**config.mk**
```make
export PLATFORM = sky130hd
export DESIGN_NAME = id_ex_operand_stage
export DESIGN_NICKNAME = d
export VERILOG_FILES = /design/src/rtl/id_ex_operand_stage_pkg.sv /design/src/rtl/id_ex_operand_stage_imm_gen.sv /design/src/rtl/id_ex_operand_stage.sv
export SDC_FILE = /design/constraint.sdc
export NUM_CORES = 1
export LEC_CHECK = 0
export ABC_CLOCK_PERIOD_IN_PS = 5300
export CAP_MARGIN = 5
export CORE_ASPECT_RATIO = 1.1
export CORE_MARGIN = 1.5
export CORE_UTILIZATION = 45
export CTS_BUF_LIST = sky130_fd_sc_hd__clkbuf_2 sky130_fd_sc_hd__clkbuf_4 sky130_fd_sc_hd__clkbuf_8
export DETAILED_ROUTE_END_ITERATION = 10
export PLACE_DENSITY = 0.95
export SLEW_MARGIN = 5
export SYNTH_ARGS = -nofsm -noshare
export SYNTH_HDL_FRONTEND = slang
export SYNTH_HIERARCHICAL = 1
export SYNTH_SLANG_ARGS = --single-unit
```
**constraint.sdc**
```tcl
create_clock -name clk -period 5.3 [get_ports clk]
set_clock_uncertainty 0.2 [all_clocks]
set_input_delay 0.53 -clock clk [delete_from_list [all_inputs] [get_ports clk]]
set_output_delay 0.53 -clock clk [all_outputs]
set_load 0.005 [all_outputs]
```
**src/rtl/id_ex_operand_stage_pkg.sv**
```systemverilog
// Shared RV32I decode definitions: opcodes, operand-B select encodings and
// immediate formats for the ID/EX operand stage.
package riscv_id_pkg;

  localparam logic [6:0] OP_R      = 7'b0110011;
  localparam logic [6:0] OP_BRANCH = 7'b1100011;
  localparam logic [6:0] OP_IMM    = 7'b0010011;
  localparam logic [6:0] OP_LOAD   = 7'b0000011;
  localparam logic [6:0] OP_JALR   = 7'b1100111;
  localparam logic [6:0] OP_STORE  = 7'b0100011;
  localparam logic [6:0] OP_LUI    = 7'b0110111;
  localparam logic [6:0] OP_AUIPC  = 7'b0010111;
  localparam logic [6:0] OP_JAL    = 7'b1101111;

  localparam logic [1:0] SEL_NONE = 2'b00;
  localparam logic [1:0] SEL_REG  = 2'b01;
  localparam logic [1:0] SEL_IMM  = 2'b10;

  typedef enum logic [2:0] {
    FMT_NONE,
    FMT_I,
    FMT_S,
    FMT_B,
    FMT_U,
    FMT_J
  } imm_fmt_t;

endpackage

```
**src/rtl/id_ex_operand_stage_imm_gen.sv**
```systemverilog
// Combinational RV32I immediate generator; every format except U is
// sign-extended from instr[31], FMT_NONE yields zero.
module imm_gen
  import riscv_id_pkg::*;
(
  input  logic [31:0] instr,
  input  imm_fmt_t    fmt,
  output logic [31:0] imm
);

  logic unused_opcode;
  assign unused_opcode = ^instr[6:0];

  always_comb begin
    imm = '0;
    case (fmt)
      FMT_I:   imm = {{20{instr[31]}}, instr[31:20]};
      FMT_S:   imm = {{20{instr[31]}}, instr[31:25], instr[11:7]};
      FMT_B:   imm = {{19{instr[31]}}, instr[31], instr[7], instr[30:25], instr[11:8], 1'b0};
      FMT_U:   imm = {instr[31:12], 12'b0};
      FMT_J:   imm = {{11{instr[31]}}, instr[31], instr[19:12], instr[20], instr[30:21], 1'b0};
      default: imm = '0;
    endcase
  end

endmodule

```
**src/rtl/id_ex_operand_stage.sv**
```systemverilog
// ID/EX operand-B producer: decode, immediate, load-use bubble and pipeline
// register. Define ID_EX_BYPASS_EN to forward the writeback port into rs1/rs2.
module id_ex_operand_stage
  import riscv_id_pkg::*;
(
  input  logic        clk,
  input  logic        rst,
  input  logic        if_id_valid,
  output logic        if_id_ready,
  input  logic [31:0] if_id_instr,
  input  logic [31:0] if_id_pc,
  input  logic [31:0] rf_read_data_1,
  input  logic [31:0] rf_read_data_2,
  input  logic        wb_we,
  input  logic [4:0]  wb_rd,
  input  logic [31:0] wb_data,
  input  logic        ex_ready,
  input  logic        flush,
  output logic        id_ex_valid,
  output logic [31:0] id_ex_pc,
  output logic [31:0] id_ex_read_data_1,
  output logic [31:0] id_ex_read_data_2,
  output logic [31:0] id_ex_sign_ex,
  output logic [1:0]  id_ex_read_data_2_sel,
  output logic [4:0]  id_ex_rd,
  output logic        id_ex_reg_write,
  output logic        id_ex_mem_read,
  output logic        id_ex_mem_write,
  output logic        id_ex_branch,
  output logic        id_ex_illegal
);

  logic [6:0]  opcode;
  logic [4:0]  rs1, rs2, rd;
  imm_fmt_t    fmt;
  logic [1:0]  dec_sel;
  logic        dec_reg_write, dec_mem_read, dec_mem_write, dec_branch, dec_illegal;
  logic        use_rs1, use_rs2;
  logic [31:0] imm;
  logic [31:0] op_data_1, op_data_2;
  logic        hazard, load, clear;

  assign opcode = if_id_instr[6:0];
  assign rd     = if_id_instr[11:7];
  assign rs1    = if_id_instr[19:15];
  assign rs2    = if_id_instr[24:20];

  always_comb begin
    fmt           = FMT_NONE;
    dec_sel       = SEL_NONE;
    dec_reg_write = 1'b0;
    dec_mem_read  = 1'b0;
    dec_mem_write = 1'b0;
    dec_branch    = 1'b0;
    dec_illegal   = 1'b0;
    use_rs1       = 1'b0;
    use_rs2       = 1'b0;
    case (opcode)
      OP_R: begin
        dec_sel = SEL_REG; dec_reg_write = 1'b1; use_rs1 = 1'b1; use_rs2 = 1'b1;
      end
      OP_BRANCH: begin
        dec_sel = SEL_REG; fmt = FMT_B; dec_branch = 1'b1; use_rs1 = 1'b1; use_rs2 = 1'b1;
      end
      OP_IMM, OP_LOAD, OP_JALR: begin
        dec_sel = SEL_IMM; fmt = FMT_I; dec_reg_write = 1'b1; use_rs1 = 1'b1;
        dec_mem_read = (opcode == OP_LOAD);
      end
      OP_STORE: begin
        dec_sel = SEL_IMM; fmt = FMT_S; dec_mem_write = 1'b1; use_rs1 = 1'b1; use_rs2 = 1'b1;
      end
      OP_LUI, OP_AUIPC: begin
        dec_sel = SEL_IMM; fmt = FMT_U; dec_reg_write = 1'b1;
      end
      OP_JAL: begin
        dec_sel = SEL_IMM; fmt = FMT_J; dec_reg_write = 1'b1;
      end
      default: dec_illegal = 1'b1;
    endcase
  end

  imm_gen u_imm_gen (
    .instr (if_id_instr),
    .fmt   (fmt),
    .imm   (imm)
  );

`ifdef ID_EX_BYPASS_EN
  always_comb begin
    op_data_1 = rf_read_data_1;
    op_data_2 = rf_read_data_2;
    if (wb_we && wb_rd != '0 && wb_rd == rs1) op_data_1 = wb_data;
    if (wb_we && wb_rd != '0 && wb_rd == rs2) op_data_2 = wb_data;
  end
`else
  logic unused_wb;
  assign unused_wb = ^{wb_we, wb_rd, wb_data};
  assign op_data_1 = rf_read_data_1;
  assign op_data_2 = rf_read_data_2;
`endif

  assign hazard = id_ex_valid && id_ex_mem_read && (id_ex_rd != '0) && if_id_valid &&
                  ((use_rs1 && rs1 == id_ex_rd) || (use_rs2 && rs2 == id_ex_rd));
  assign load        = ex_ready || !id_ex_valid;
  assign if_id_ready = load && !hazard && !flush;

  // Reset, flush, load-use bubble and empty slot all collapse to one clear
  // that zeroes every field, so no bubble can carry stray control bits.
  assign clear = rst || flush || (load && (hazard || !if_id_valid));

  always_ff @(posedge clk) begin
    if (clear) begin
      id_ex_valid           <= 1'b0;
      id_ex_pc              <= '0;
      id_ex_read_data_1     <= '0;
      id_ex_read_data_2     <= '0;
      id_ex_sign_ex         <= '0;
      id_ex_read_data_2_sel <= SEL_NONE;
      id_ex_rd              <= '0;
      id_ex_reg_write       <= 1'b0;
      id_ex_mem_read        <= 1'b0;
      id_ex_mem_write       <= 1'b0;
      id_ex_branch          <= 1'b0;
      id_ex_illegal         <= 1'b0;
    end else if (load) begin
      id_ex_valid           <= 1'b1;
      id_ex_pc              <= if_id_pc;
      id_ex_read_data_1     <= op_data_1;
      id_ex_read_data_2     <= op_data_2;
      id_ex_sign_ex         <= imm;
      id_ex_read_data_2_sel <= dec_sel;
      id_ex_rd              <= rd;
      id_ex_reg_write       <= dec_reg_write;
      id_ex_mem_read        <= dec_mem_read;
      id_ex_mem_write       <= dec_mem_write;
      id_ex_branch          <= dec_branch;
      id_ex_illegal         <= dec_illegal;
    end
  end

endmodule
```
=== After elaboration in Yosys (flattened, before gate mapping) ===
Cells that the tools add are included.

* Multiplexer cells: 10
* Add/subtract/negate cells: 0
* Eq/ne operators: 16
* Shift-type cells: 0
* Divide/modulo/power cells: 0
* Bitwise logic cells: 0
* Reduce and logical (&&, ||, !) cells: 27
* Order comparisons: 0
* Multipliers: 0

{| class="wikitable"
|+ Operators with widths
! cell !! number
|-
| $pmux 32 s5 || 1
|-
| $eq 7x6->1 const B || 3
|-
| $eq 7x7->1 const B || 3
|-
| $pmux 3 s5 || 1
|-
| $eq 7x5->1 const B || 2
|-
| $reduce_or 7->1 || 2
|-
| $eq 5x5->1 || 2
|-
| $logic_and 1x1->1 || 9
|-
| $reduce_or 9->1 || 1
|-
| $eq 7x2->1 const B || 1
|-
| $mux 1 || 7
|-
| $eq 3x2->1 const B || 2
|-
| $eq 3x3->1 const B || 2
|-
| $reduce_or 3->1 || 2
|-
| $reduce_or 6->1 || 1
|-
| $logic_or 1x1->1 || 5
|-
| $reduce_bool 5->1 || 1
|-
| $logic_not 1->1 || 4
|-
| $pmux 2 s2 || 1
|-
| $reduce_or 2->1 || 2
|-
| $eq 3x1->1 const B || 1
|}

* Bits in registers: 141
* Output and inout port bits: 142
* Bits in writable memories: 0
* Bits of input ports: 171
* Bits in read-only memories: 0
* Logic and storage cells: 65
* Latch bits: 0
* Memories kept: 0

=== Depth between registers and ports, before layout ===
* Depth after elaboration: 9
* Mapped depth: 10
* Mapped depth without buffers: 7

=== Modules after synthesis ===
Netlist, hierarchy kept.

{| class="wikitable"
|+ Modules (own cells, without submodules)
! module !! area each (µm²) !! times used !! sequential area each (µm²) !! cells each
|-
| id_ex_operand_stage || 5,943.2 || 1 || 2,822.7 || 546
|-
| imm_gen || 531.8 || 1 || 0.0 || 70
|}

=== Worst setup path before layout ===
Ideal clock, no wire load.

* Path type: input-to-output
* From: input if_id_instr[4]
* To: output if_id_ready
* Slack: 2.810 ns
* Buffers on the path: 2
* Data required time: 4.570 ns
* Stages: 6
* Arrival time: 1.760 ns
* Path through: buf_2 and3b_1 o2111ai_1 o32ai_4 buf_4 a211oi_1

* Cells in the longest elaborated chain, start to end: 9
* Elaborated cells between the ends (all ways): 17
* Classes of those cells: eq/ne: 6; mux: 2; reduce/logical: 9

{| class="wikitable"
|+ RTL lines
! element !! line !! RTL
|-
| start: declaration || id_ex_operand_stage.sv:10 || <nowiki>input logic [31:0] if_id_instr,</nowiki>
|-
| $eq 7x2->1 (tied with other cells) || id_ex_operand_stage.sv:58 || <nowiki>case (opcode)</nowiki>
|-
| $reduce_or 6->1 (no line) or $reduce_or 3->1 (tied branches) || - ||
|-
| $mux 1 || id_ex_operand_stage.sv:58 ||
|-
| $logic_and 1x1->1 || id_ex_operand_stage.sv:103 || <nowiki>((use_rs1 && rs1 == id_ex_rd) || (use_rs2 && rs2 == id_ex_rd));</nowiki>
|-
| $logic_or 1x1->1 * || id_ex_operand_stage.sv:103 ||
|-
| $logic_and 1x1->1 * || id_ex_operand_stage.sv:102 || <nowiki>assign hazard = id_ex_valid && id_ex_mem_read && (id_ex_rd != '0) && if_id_valid &&</nowiki>
|-
| $logic_not 1->1 * || id_ex_operand_stage.sv:105 || <nowiki>assign if_id_ready = load && !hazard && !flush;</nowiki>
|-
| $logic_and 1x1->1 * (2 in series) || id_ex_operand_stage.sv:105 ||
|-
| end: declaration || id_ex_operand_stage.sv:9 || <nowiki>output logic if_id_ready,</nowiki>
|}

Mark *: on every way between the ends. The rest lies on a longest branch, timed or not.

=== Final worst setup path ===
* From: input if_id_instr[2]
* To: output if_id_ready

The elaborated chain is that of the path after synthesis.

==> out/metrics.yaml <==
clock_tree:
  post_cts_buffers: 0
  worstSkewPairLatency_ns: 0.44
  cts.repair.resized: 0
  cts_tree: "built"
  clk_pin_slew_ns: 0.07
  clockRootBuffer: "clkbuf_8"
  cts_made_buffers: 17
  cts_sinks: 141
  holdBufCountCts: 0
  htree_num_levels: 4
  cts_buffer_depth: 2
yosys:
  yosys.area_share.simple: 0.0748
  synth_top_family_by_area: "compound AO/OA/AOI/OAI gates"
  postSynthCellCount: 616
  synth_edf_count: 0
  dominantRegCellSynth: "dfxtp_1"
  syn_area_um2: 6470
  synth-xor-area-share: 0.0149
  synthAdderAreaFrac: 0
  ys_seq_area_frac: 0.436
  synthArstFlopShare: 0
  ys_ff_latch: 141
  yosysWarnings: 6
  synth_compound_area_frac: 0.211
  synth_nets: 787
  synthMuxAreaShare: 0.207
  synth.distinct_cells: 43
  postSynthAreaPerCell_um2: 10.5
critical_path:
  cpPeakStageDelay_ns: 0.53
  cp_top_family: "buffers and inverters"
  cpMaxStageDelayCell: "clkdlybuf4s50_1"
  crit_buf_inv: 2
  cp_cell_sequence: "clkdlybuf4s50_1, nand4bb_1, a211o_1, o32ai_4, a211oi_1, clkdlybuf4s50_1"
  crit_arrival_ns: 2.84
  cp_max_fo: 8
  crit_path_end_kind: "primary output"
  crit_type: "in -> out"
  crit_path_start_kind: "input pin"
  cp_common_cell: "clkdlybuf4s50_1"
  required_ns: 4.57
die:
  start_util: 0.466
  die_y_um: 129
  num_rows: 45
  pin_count: 313
  die_area_um2: 15100
  core_um2: 13900
  die-width_um: 117
route:
  vias_per_cell: 5.69
  ant_nets: 0
  drt-pass1-iter-count: 4
  wire_per_inst_um: 18.7
  num_vias: 5942
  drt_iter0_markers: 477
  drc: 0
  wl_mm: 19.5
global_routing:
  grt_usage: 0.256
  grt_max_degree: 141
  antenna_found_initial: 0
  grt_pass1_wl_mm: 31.3
  grt-ovfl-total: 0
  grt_pass1_vias: 6006
sta:
  rsz0062_at_grt: "false"
  worstMarginPinSlew_ns: 0.954
  setup_viol: 0
  setup-tns-final_ns: 0
  hold_viol: 0
  relSlewSlack: 0.363
  finalMaxSlewViolations: 0
  fmax_mhz: 280
  min_period_over_period: 0.674
  min_period_ns: 3.57
power_and_ir_drop:
  powerDensity_nw_per_um2: 246
  power_leakage_nw: 4.13
  total_power_mw: 2.38
  ir_drop_v: 0.000197
cells_and_area:
  area_delta_synth_final_pct: 49.8
  finalNetCount: 1015
  antennaDiodeCount: 0
  layout-drive-gt1-share: 0.0572
  instances_no_fill: 1045
worst_hold_path:
  holdCritPathClass: "reg -> reg"
placed_design:
  place.gp.congestion: 0.837
  portBuffers: 274
  dp_cells: 1013
  hpwlAfterDp_mm: 12.9
run_status:
  outcome: "finished clean"
run:
  drv_cap: 0
-- power by group --
part	internal, mW	leakage (nW)	switching [mW]
clock network	0.575	0.229	0.416
registers	1.08	1.14	0.0152
logic	0.182	2.75	0.110
-- metrics by stage --
stage               area, um^2  setup WS (ns)   util  hold slack [ns]
floorplan                 6470           2.81      -            0.248
global placement          9240           1.64  0.664            0.246
detailed placement        9240           1.58  0.664            0.252
CTS                       9700           1.74  0.697            0.265
global route              9700           1.60  0.697            0.279
finish                    9700           1.73  0.697            0.261
-- cell type report --
type	count	area [um^2]
clock buffer	23	304
timing repair buffer	284	2860
multi-input combinational	397	3310
sequential	141	2820
inverter	3	11.3
fill	1007	4210
tap	188	235
clock inverter	9	158
-- cell usage in the layout (no fill, tap or decap), types with 4 or more instances in the layout --
master and count:
a211oi_1 142, a21boi_0 6, a21oi_1 6, buf_4 7, bufinv_16 4, clkbuf_8 21, clkdlybuf4s50_1 274, dfxtp_1 141
mux2i_1 134, nand2_1 5, nand2b_1 4, nand3_1 14, nand3b_1 4, nand4bb_1 13, nor2_1 8, nor2b_1 4
o2bb2ai_1 9, xnor2_1 11
-- flip-flops by register name, summed over array words and instances (netlist names) --
register	cells
id_ex_branch	1
id_ex_illegal	1
id_ex_mem_read	1
id_ex_mem_write	1
id_ex_pc	32
id_ex_rd	5
id_ex_read_data_1	32
id_ex_read_data_2	32
id_ex_read_data_2_sel	2
id_ex_reg_write	1
id_ex_sign_ex	32
id_ex_valid	1
-- routing by layer --
metal  vias up  track usage  routed length, um
met3        46       0.0789               1460
met4         0        0.126                641
met2       264        0.423               9510
met1      2821        0.304               7930
met5         -            0                  0
li1       2811            -                  -
-- synth_stat cells (4+ instances only) --
cell type / instances / share of area
xnor2_1: 11 / 0.015
nor2_1: 9 / 0.0052
buf_4: 11 / 0.013
o2bb2ai_1: 9 / 0.012
a21boi_0: 7 / 0.0081
nand3b_1: 4 / 0.0046
a21oi_1: 6 / 0.0046
nor2b_1: 4 / 0.0039
clkbuf_1: 43 / 0.025
nand3_1: 14 / 0.011
buf_2: 12 / 0.0093
nand2_1: 5 / 0.0029
mux2i_1: 134 / 0.21
a211oi_1: 142 / 0.16
nand4bb_1: 13 / 0.023
dfxtp_1: 141 / 0.44
nand2b_1: 5 / 0.0048
buf_1: 6 / 0.0035
-- worst reg2reg max path: stages, from the launching register on --
cell and delay, ns:
dfxtp_1 0.37, or4_1 0.57, nor2_1 0.30, nor2_4 0.19
buf_12 0.28, a211oi_1 0.43
-- logic make-up (layout without fill, tap and decap cells) --
family,Yosys count,after routing
AND/OR/NAND/NOR,73,73
multiplexers,134,134
buffers and inverters,78,319
AO/OA/AOI/OAI,179,179
XOR/XNOR,11,11
flip-flops,141,141
-- worst paths after layout --
| check | slack [ns] | endpoint | cells past startpoint | start |
|---|---|---|---|---|
| worst max-delay path | 1.73 | if_id_ready | 6 | if_id_instr[2] |
| worst min-delay path | 0.26 | id_ex_illegal$_SDFFE_PP0P_ | 2 | id_ex_illegal$_SDFFE_PP0P_ |
| worst max register to register | 2.88 | id_ex_read_data_2[27]$_SDFFE_PP0P_ | 5 | id_ex_rd[0]$_SDFFE_PP0P_ |
| worst min register to register | 0.26 | id_ex_illegal$_SDFFE_PP0P_ | 2 | id_ex_illegal$_SDFFE_PP0P_ |
(Power assumes the default switching activity.)
